$ cat src/rtl/pipe_ctrl_pkg.sv
// Shared definitions for the pipeline stall controller.
//   - FSM state encoding (kept as plain 2-bit constants so older blocks that
//     compare raw state codes stay compatible)
//   - architectural zero register index
//   - hazard bundle type and a source/destination match helper
package pipe_ctrl_pkg;

    localparam logic [1:0] RUN      = 2'd0;
    localparam logic [1:0] MEM_WAIT = 2'd1;
    localparam logic [1:0] ERROR    = 2'd2;

    localparam logic [4:0] REG_ZERO = 5'd0;

    typedef struct packed {
        logic memWait;
        logic branch;
        logic loadUse;
    } hazard_t;

    // True when an ID source operand is really read and names the EX destination.
    function automatic logic regMatch(input logic useSrc,
                                      input logic [4:0] srcReg,
                                      input logic [4:0] dstReg);
        return useSrc && (srcReg == dstReg);
    endfunction

endpackage

$ cat src/rtl/sat_counter.sv
// Saturating up-counter used for the stall/flush performance counters.
// Ports:
//   clk  in  1   clock, rising edge
//   rst  in  1   asynchronous reset, active-low
//   inc  in  1   count this cycle
//   q    out W   current count; holds at all-ones
module sat_counter #(
    parameter int W = 16
) (
    input  logic         clk,
    input  logic         rst,
    input  logic         inc,
    output logic [W-1:0] q
);

    always_ff @(posedge clk or negedge rst) begin
        if (!rst) begin
            q <= '0;
        end else if (inc && (q != {W{1'b1}})) begin
            q <= q + 1'b1;
        end
    end

endmodule

$ cat src/rtl/pipeline_stall_controller.sv
// Pipeline sequencing controller beside the EX-stage forwarding unit.
// Detects hazards forwarding cannot resolve (load-use, taken branch/jump,
// multi-cycle data-memory wait) and drives the per-stage stall/flush enables.
// Also keeps saturating stall/flush performance counters and a sticky
// memory-timeout error.
//
// state    | meaning
// ---------+----------------------------------------------------------
// RUN      | no memory wait in progress
// MEM_WAIT | data memory is stalling the pipe; waitCnt counts wait cycles
// ERROR    | wait exceeded TIMEOUT; stalls continue until memory responds
//
// Ports:
//   clk, rst                      clock (rising) / async active-low reset
//   Rs1D, Rs2D, UseRs1D, UseRs2D  ID-stage source registers and their use flags
//   RdE, MemReadE                 EX-stage destination and load flag
//   PCSrcE                        branch taken / jump resolved in EX
//   MemReqM, MemReadyM            MEM-stage access outstanding / completing
//   StallF/D/E/M                  hold PC, IF/ID, ID/EX, EX/MEM
//   FlushD/E/W                    bubble into IF/ID, ID/EX, MEM/WB
//   MemTimeout                    sticky memory-timeout error
//   StallCount, FlushCount        saturating performance counters
module pipeline_stall_controller
    import pipe_ctrl_pkg::*;
#(
    parameter int CNT_W   = 16,
    parameter int TIMEOUT = 64,
    parameter int TMO_W   = 7
) (
    input  logic             clk,
    input  logic             rst,
    input  logic [4:0]       Rs1D,
    input  logic [4:0]       Rs2D,
    input  logic             UseRs1D,
    input  logic             UseRs2D,
    input  logic [4:0]       RdE,
    input  logic             MemReadE,
    input  logic             PCSrcE,
    input  logic             MemReqM,
    input  logic             MemReadyM,
    output logic             StallF,
    output logic             StallD,
    output logic             StallE,
    output logic             StallM,
    output logic             FlushD,
    output logic             FlushE,
    output logic             FlushW,
    output logic             MemTimeout,
    output logic [CNT_W-1:0] StallCount,
    output logic [CNT_W-1:0] FlushCount
);

    localparam logic [TMO_W-1:0] WAIT_LAST = TMO_W'(TIMEOUT - 1);

    hazard_t          hz;
    logic [1:0]       state;
    logic [TMO_W-1:0] waitCnt;
    logic             branchFlush;

    assign hz.memWait = MemReqM & ~MemReadyM;
    assign hz.branch  = PCSrcE;
    assign hz.loadUse = MemReadE && (RdE != REG_ZERO) &&
                        (regMatch(UseRs1D, Rs1D, RdE) || regMatch(UseRs2D, Rs2D, RdE));

    // A branch during a memory wait is not lost: the stall holds the branch
    // in EX, so it is acted on the first cycle after the wait ends.
    assign branchFlush = hz.branch & ~hz.memWait;

    // Outputs are gated by rst directly so they drop the instant reset asserts.
    always_comb begin
        StallF = 1'b0;
        StallD = 1'b0;
        StallE = 1'b0;
        StallM = 1'b0;
        FlushD = 1'b0;
        FlushE = 1'b0;
        FlushW = 1'b0;
        if (rst) begin
            if (hz.memWait) begin
                StallF = 1'b1;
                StallD = 1'b1;
                StallE = 1'b1;
                StallM = 1'b1;
                FlushW = 1'b1;
            end else if (hz.branch) begin
                // The dependent instruction is squashed, so load-use is moot.
                FlushD = 1'b1;
                FlushE = 1'b1;
            end else if (hz.loadUse) begin
                StallF = 1'b1;
                StallD = 1'b1;
                FlushE = 1'b1;
            end
        end
    end

    // The cycle that enters MEM_WAIT is already the first wait cycle, hence
    // waitCnt starts at 1 and ERROR is reached after exactly TIMEOUT cycles.
    always_ff @(posedge clk or negedge rst) begin
        if (!rst) begin
            state      <= RUN;
            waitCnt    <= '0;
            MemTimeout <= 1'b0;
        end else begin
            case (state)
                RUN: begin
                    if (hz.memWait) begin
                        state   <= MEM_WAIT;
                        waitCnt <= TMO_W'(1);
                    end
                end
                MEM_WAIT: begin
                    if (!hz.memWait) begin
                        state   <= RUN;
                        waitCnt <= '0;
                    end else if (waitCnt >= WAIT_LAST) begin
                        state      <= ERROR;
                        MemTimeout <= 1'b1;
                    end else begin
                        waitCnt <= waitCnt + 1'b1;
                    end
                end
                ERROR: begin
                    if (!hz.memWait) begin
                        state   <= RUN;
                        waitCnt <= '0;
                    end
                end
                default: begin
                    state   <= RUN;
                    waitCnt <= '0;
                end
            endcase
        end
    end

    sat_counter #(.W(CNT_W)) uStallCnt (
        .clk (clk),
        .rst (rst),
        .inc (StallF),
        .q   (StallCount)
    );

    sat_counter #(.W(CNT_W)) uFlushCnt (
        .clk (clk),
        .rst (rst),
        .inc (branchFlush),
        .q   (FlushCount)
    );

endmodule
$ cat config.mk
export PLATFORM = sky130hd
export DESIGN_NAME = pipeline_stall_controller
export DESIGN_NICKNAME = d
export VERILOG_FILES = /design/src/rtl/pipe_ctrl_pkg.sv /design/src/rtl/sat_counter.sv /design/src/rtl/pipeline_stall_controller.sv
export SDC_FILE = /design/constraint.sdc
export NUM_CORES = 1
export LEC_CHECK = 0
export BUFFER_PORTS_ARGS = -buffer_cell sky130_fd_sc_hd__buf_2
export CAP_MARGIN = 0
export CORE_MARGIN = 10
export CORE_UTILIZATION = 30
export DETAILED_ROUTE_END_ITERATION = 7
export GPL_ROUTABILITY_DRIVEN = 0
export PLACE_DENSITY = 0.56
export SETUP_SLACK_MARGIN = 0.05
export SLEW_MARGIN = 10
export SYNTH_ARGS = -nofsm -noshare
export SYNTH_HDL_FRONTEND = slang
export SYNTH_SLANG_ARGS = --single-unit
$ cat constraint.sdc
create_clock -name clk -period 3.7 [get_ports clk]
set_input_delay 0.37 -clock clk [delete_from_list [all_inputs] [get_ports clk]]
set_output_delay 0.37 -clock clk [all_outputs]
set_load 0.05 [all_outputs]
# Word level (Yosys, flattened, before mapping)

Index checks and enable logic that the tools add are counted.

Add/sub/neg operators: 3
$lt $le $gt $ge: 1
Equality and inequality tests: 10
Mux-type cells: 22
Bitwise logic cells: 4
Reduce and logical (&&, ||, !) cells: 12

Operators with widths:

| operator                                                               | number |
|---|---|
| 16-bit by 1-bit adder with 16-bit output (second input constant)       | 2 |
| 16-bit != test (second input constant)                                 | 2 |
| 7-bit two-way mux                                                      | 4 |
| 7-bit case mux with 3 select lines                                     | 1 |
| 1-bit two-way mux                                                      | 12 |
| 5-bit equality test                                                    | 2 |
| 3-bit AND reduction                                                    | 3 |
| 2-bit two-way mux                                                      | 4 |
| 7-bit by 1-bit adder with 7-bit output (second input constant)         | 1 |
| 7-bit by 6-bit >= comparator with 1-bit output (second input constant) | 1 |
| 1-bit logical AND                                                      | 6 |
| 3-bit != test (second input constant)                                  | 2 |
| 2-bit case mux with 3 select lines                                     | 1 |
| 5-bit nonzero test                                                     | 1 |
| 2-bit != test (second input constant)                                  | 2 |
| 1-bit bitwise AND                                                      | 2 |
| 2-bit by 1-bit equality test with 1-bit output (second input constant) | 1 |
| 2-bit equality test (second input constant)                            | 1 |
| 2-bit logical NOT                                                      | 1 |
| 1-bit inverter                                                         | 2 |
| 1-bit logical OR                                                       | 1 |

Register bits: 42
Bits of input ports: 23
Output and inout port bits: 40
Logic and storage cells: 57

# Depth between registers and ports, before layout

Depth after elaboration: 9
Gate-level depth with buffers: 8
Gate-level depth less buffers: 7

# By module

From an unflattened synthesis, not the netlist that was laid out.

Cell total of the unflattened synthesis: 241
Area, all modules: 2,521.2 um2

Modules (own cells, without submodules):

| module                    | times used | cells an instance | area each (um2) | seq. area each (um2) |
|---|---|---|---|---|
| sat_counter               | 2          | 72                | 859.6           | 400.4 |
| pipeline_stall_controller | 1          | 97                | 802.0           | 250.2 |

# Worst setup path before layout

Ideal clock, no wire load.

Path type: input -> output
Start: in MemReadyM
End: out StallF
Arrival time: 2.319 ns
Required time: 3.330 ns
Setup slack: 1.011 ns
Stages on the path: 6
Buffers on the path: 2
Path through: nand2b_1 clkbuf_1 nor2_1 a21oi_1 inv_1 buf_4

Cells in the longest elaborated chain, start to end: 4

Ends and longest elaborated chain:

| element                         | line                            | source |
|---|---|---|
| from (decl)                     | pipeline_stall_controller.sv:40 | `input logic MemReadyM,` |
| 1-bit inverter                  | pipeline_stall_controller.sv:60 | `assign hz.memWait = MemReqM & ~MemReadyM;` |
| 1-bit bitwise AND               | pipeline_stall_controller.sv:60 |  |
| 1-bit two-way mux (2 in series) | n/a                             |  |
| to (decl)                       | pipeline_stall_controller.sv:41 | `output logic StallF,` |

No other way between the ends.

# Final worst setup path

Start: in RdE[1]
End: out StallD

Cells in the longest elaborated chain, start to end: 8
Elaborated cells between the ends (all ways): 12
Those cells by class: 2 x eq/ne; 4 x mux; 6 x reduce/logical

Ends and longest elaborated chain:

| element               | line                            | source |
|---|---|---|
| from (decl)           | pipeline_stall_controller.sv:36 | `input logic [4:0] RdE,` |
| 5-bit equality test   | pipe_ctrl_pkg.sv:24             | `return useSrc && (srcReg == dstReg);` |
| 1-bit logical AND     | pipe_ctrl_pkg.sv:24             |  |
| 1-bit logical OR      | pipeline_stall_controller.sv:63 | `(regMatch(UseRs1D, Rs1D, RdE) \|\| regMatch(UseRs2D, Rs2D, RdE));` |
| 1-bit logical AND (*) | pipeline_stall_controller.sv:62 | `assign hz.loadUse = MemReadE && (RdE != REG_ZERO) &&` |
| 1-bit two-way mux (*) | pipeline_stall_controller.sv:89 | `end else if (hz.loadUse) begin` |
| 1-bit two-way mux (*) | pipeline_stall_controller.sv:85 | `end else if (hz.branch) begin` |
| 1-bit two-way mux (*) | pipeline_stall_controller.sv:79 | `if (hz.memWait) begin` |
| 1-bit two-way mux (*) | pipeline_stall_controller.sv:78 | `if (rst) begin` |
| to (decl)             | pipeline_stall_controller.sv:42 | `output logic StallD,` |

Mark *: on every way between the ends. The rest lies on a longest branch, timed or not.

==> metrics <==
unique cell type count in the Yosys netlist=47; Slew Limit Fails=0; initial cell density of the core=0.307; DRT Wirelength=5230 um; Post-CTS Setup Inserts=0; Worst Setup End Kind=output pin; DRT antenna net count=0; global-route wire length before repair=8810 um; Reg2Reg Setup Slack=1.39 ns; #FFs+latches synth=42; fmax=~430 MHz; 1st-iter DRT viols=62; first-pass detailed-route iteration total=4; Final Cycle Share=0.626; Global Route Usage Sum=0.0933; worst-path cell chain=buf_2 -> or4_1 -> o21ai_2 -> nor2_1 -> a21oi_1 -> inv_1 -> buf_2; Design Power=1.42 mW; routed len/inst=13.6 um; Setup Viol. Count Final=0; Fin Setup TNS=0 ns; detailed-route DRC error count=0; Die Area=0.0112 mm2; Req. time, crit path=3.33 ns; Clock Latency Late Sink=0.29 ns; deepest clock path buffer count=2; CP peak stage delay=0.54 ns; post-synth top area cell=dfrtp_1; TritonCTS Buffers=5; Die H=106 um; Worst Path Arrival=1.95 ns; final hold violation count=0; root buffer cell=clkbuf_8; Reg2Reg Depth=6; hold buffer count at CTS=0; GRT overflow=0; DR vias/cell=4.64; Max stage delay cell, worst path=or4_1; Min-Delay Path Class=primary input to async pin; initial antenna violation count=0; status=finished clean; mapped cell area=0.00222 mm2; RSZ-0062 raised after global routing=false; top cell family by delay on the critical path=simple AND/OR/NAND/NOR gates; hpwl dp=between 4000 and 5000 um; FILL cells=763; relative slew slack=0.568; Final WS setup=1.38 ns; clock-pin slew on the worst setup and hold paths=0.08 ns; Synthesized Nets=245; Cells after Synth=219; vias in the first global route=1810; pre-CTS setup slack=1.37 ns; Synth area leaders=dfrtp_1 (47%), xnor2_1 (9.5%), xor2_1 (6.3%); # diodes=0; detailed-route via count=1778; Syn. warnings=0; I/O pins=63; crit path buf inv count=3; slew at the pin closest to its max-slew limit=0.648 ns; die width=106 um; most frequent cells in the layout=buf_2 (62), dfrtp_1 (42), xnor2_1 (24), nand2_1 (24), nor2_1 (18); layout cells sized above 1=0.289; CP most frequent cell=buf_2; post-synthesis sequential area ratio=0.474; H-tree depth=2; most common cell after layout, fill and taps aside=buf_2; Core ar.=0.00721 mm2; Layout Skew=0.00164 ns; Mean Syn Cell Area=about 10 um2; min Tclk post-route=between 2 and 2.5 ns; LEAKAGE=1.32 nW; port bufs=62; max-cap viol count=0; CTS tree=built; post-CTS sizing=0; CP Launch Type=primary input; Rows=31; pin count of the biggest net entering global routing=25; power per cell area=525 mW/mm2; CTS sink count=42; Peak VDD IR=0.000415 V; Yosys top cell area share=0.474; Net count, final=309; Worst Setup Path Type=primary input to output pin; worst-path maximum fanout=4; reg2reg start=uStallCnt.q[0]$_DFFE_PN0P_; worst reg2reg endpoint=uStallCnt.q[1]$_DFFE_PN0P_; Area Overhead vs Synth=22.3%
## logic make-up after synthesis
group,after synthesis,synth area share
mux,2,0.0102
buf+inv,14,0.0327
simple gates,93,0.221
flops,42,0.474
xor+xnor,40,0.158
compound gates,25,0.0875
fa+ha+maj,3,0.0169
## metrics by stage
stage	utilization	area (um2)	std cells	hold slack [ns]
3_3_place_gp	0.363	2620	375	0.368
6_report	0.376	2710	383	0.0348
3_5_place_dp	0.363	2620	375	0.366
2_1_floorplan	-	2220	219	0.0744
5_1_grt	0.376	2710	383	0.0700
4_1_cts	0.376	2710	383	0.0457
## worst reg2reg max path, delay by kind of cell (launching register included)
kind                     cells  cell delay (ns)
adder cells (fa/ha/maj)      1             0.22
AND/OR/NAND/NOR              1             0.43
AO/OA/AOI/OAI                2             0.67
multiplexers                 1             0.38
buffers and inverters        1             0.10
flip-flops                   1             0.41
## layout make-up
cell class	instances	area [um2]	share of cell area
Clock buffer	6	82.6	0.0305
Clock inverter	2	12.5	0.00461
Inverter	8	30.0	0.0111
Multi-Input combinational cell	163	1090	0.403
Sequential cell	42	1050	0.388
Tap cell	99	124	0.0457
Timing Repair Buffer	63	318	0.117
## synthesized netlist by cell type, drive strengths merged
| cell type | n |
|---|---|
| a211oi | 2 |
| a21boi | 1 |
| a21o | 1 |
| a21oi | 6 |
| a22o | 1 |
| a311oi | 1 |
| and2 | 3 |
| and3 | 3 |
| and4 | 6 |
| buf | 5 |
| clkbuf | 1 |
| dfrtp | 42 |
| ha | 3 |
| inv | 8 |
| mux2 | 2 |
| nand2 | 24 |
| nand2b | 3 |
| nand3 | 11 |
| nand4 | 8 |
| nor2 | 18 |
| nor2b | 1 |
| nor3 | 8 |
| nor3b | 1 |
| nor4 | 5 |
| o211a | 1 |
| o21a | 1 |
| o21ai | 4 |
| o21bai | 1 |
| o22a | 1 |
| o22ai | 1 |
| o2bb2ai | 1 |
| o31a | 1 |
| o31ai | 1 |
| o41ai | 1 |
| or2 | 1 |
| or4 | 1 |
| xnor2 | 24 |
| xor2 | 16 |
## metal layers
layer	wire, um	vias up	global-route usage
li1	-	886	-
met1	2550	836	0.117
met2	2260	52	0.148
met3	358	4	0.0320
met4	53	0	0.0290
met5	0	-	0
## where the power goes
part / total [mW] / switching, mW / leakage [nW] / internal [mW]
registers: 0.617 / 0.0894 / 0.557 / 0.528
logic: 0.496 / 0.363 / 0.717 / 0.133
clock network: 0.311 / 0.161 / 0.0472 / 0.150
total: 1.42 / 0.613 / 1.32 / 0.811
## worst max-delay path by stage
stage	cells past startpoint	endpoint	start
6_report	7	StallD	RdE[1]
4_1_cts	6	uStallCnt.q[1]$_DFFE_PN0P_	uStallCnt.q[0]$_DFFE_PN0P_
3_3_place_gp	6	uStallCnt.q[1]$_DFFE_PN0P_	RdE[1]
5_1_grt	7	StallD	RdE[1]
3_5_place_dp	6	uStallCnt.q[1]$_DFFE_PN0P_	RdE[1]
2_1_floorplan	6	StallF	MemReadyM
## registers in the layout, indices dropped and copies added (netlist names)
| signal | flops |
|---|---|
| MemTimeout | 1 |
| state | 2 |
| uFlushCnt.q | 16 |
| uStallCnt.q | 16 |
| waitCnt | 7 |
Power figures use the tool's default switching activity.
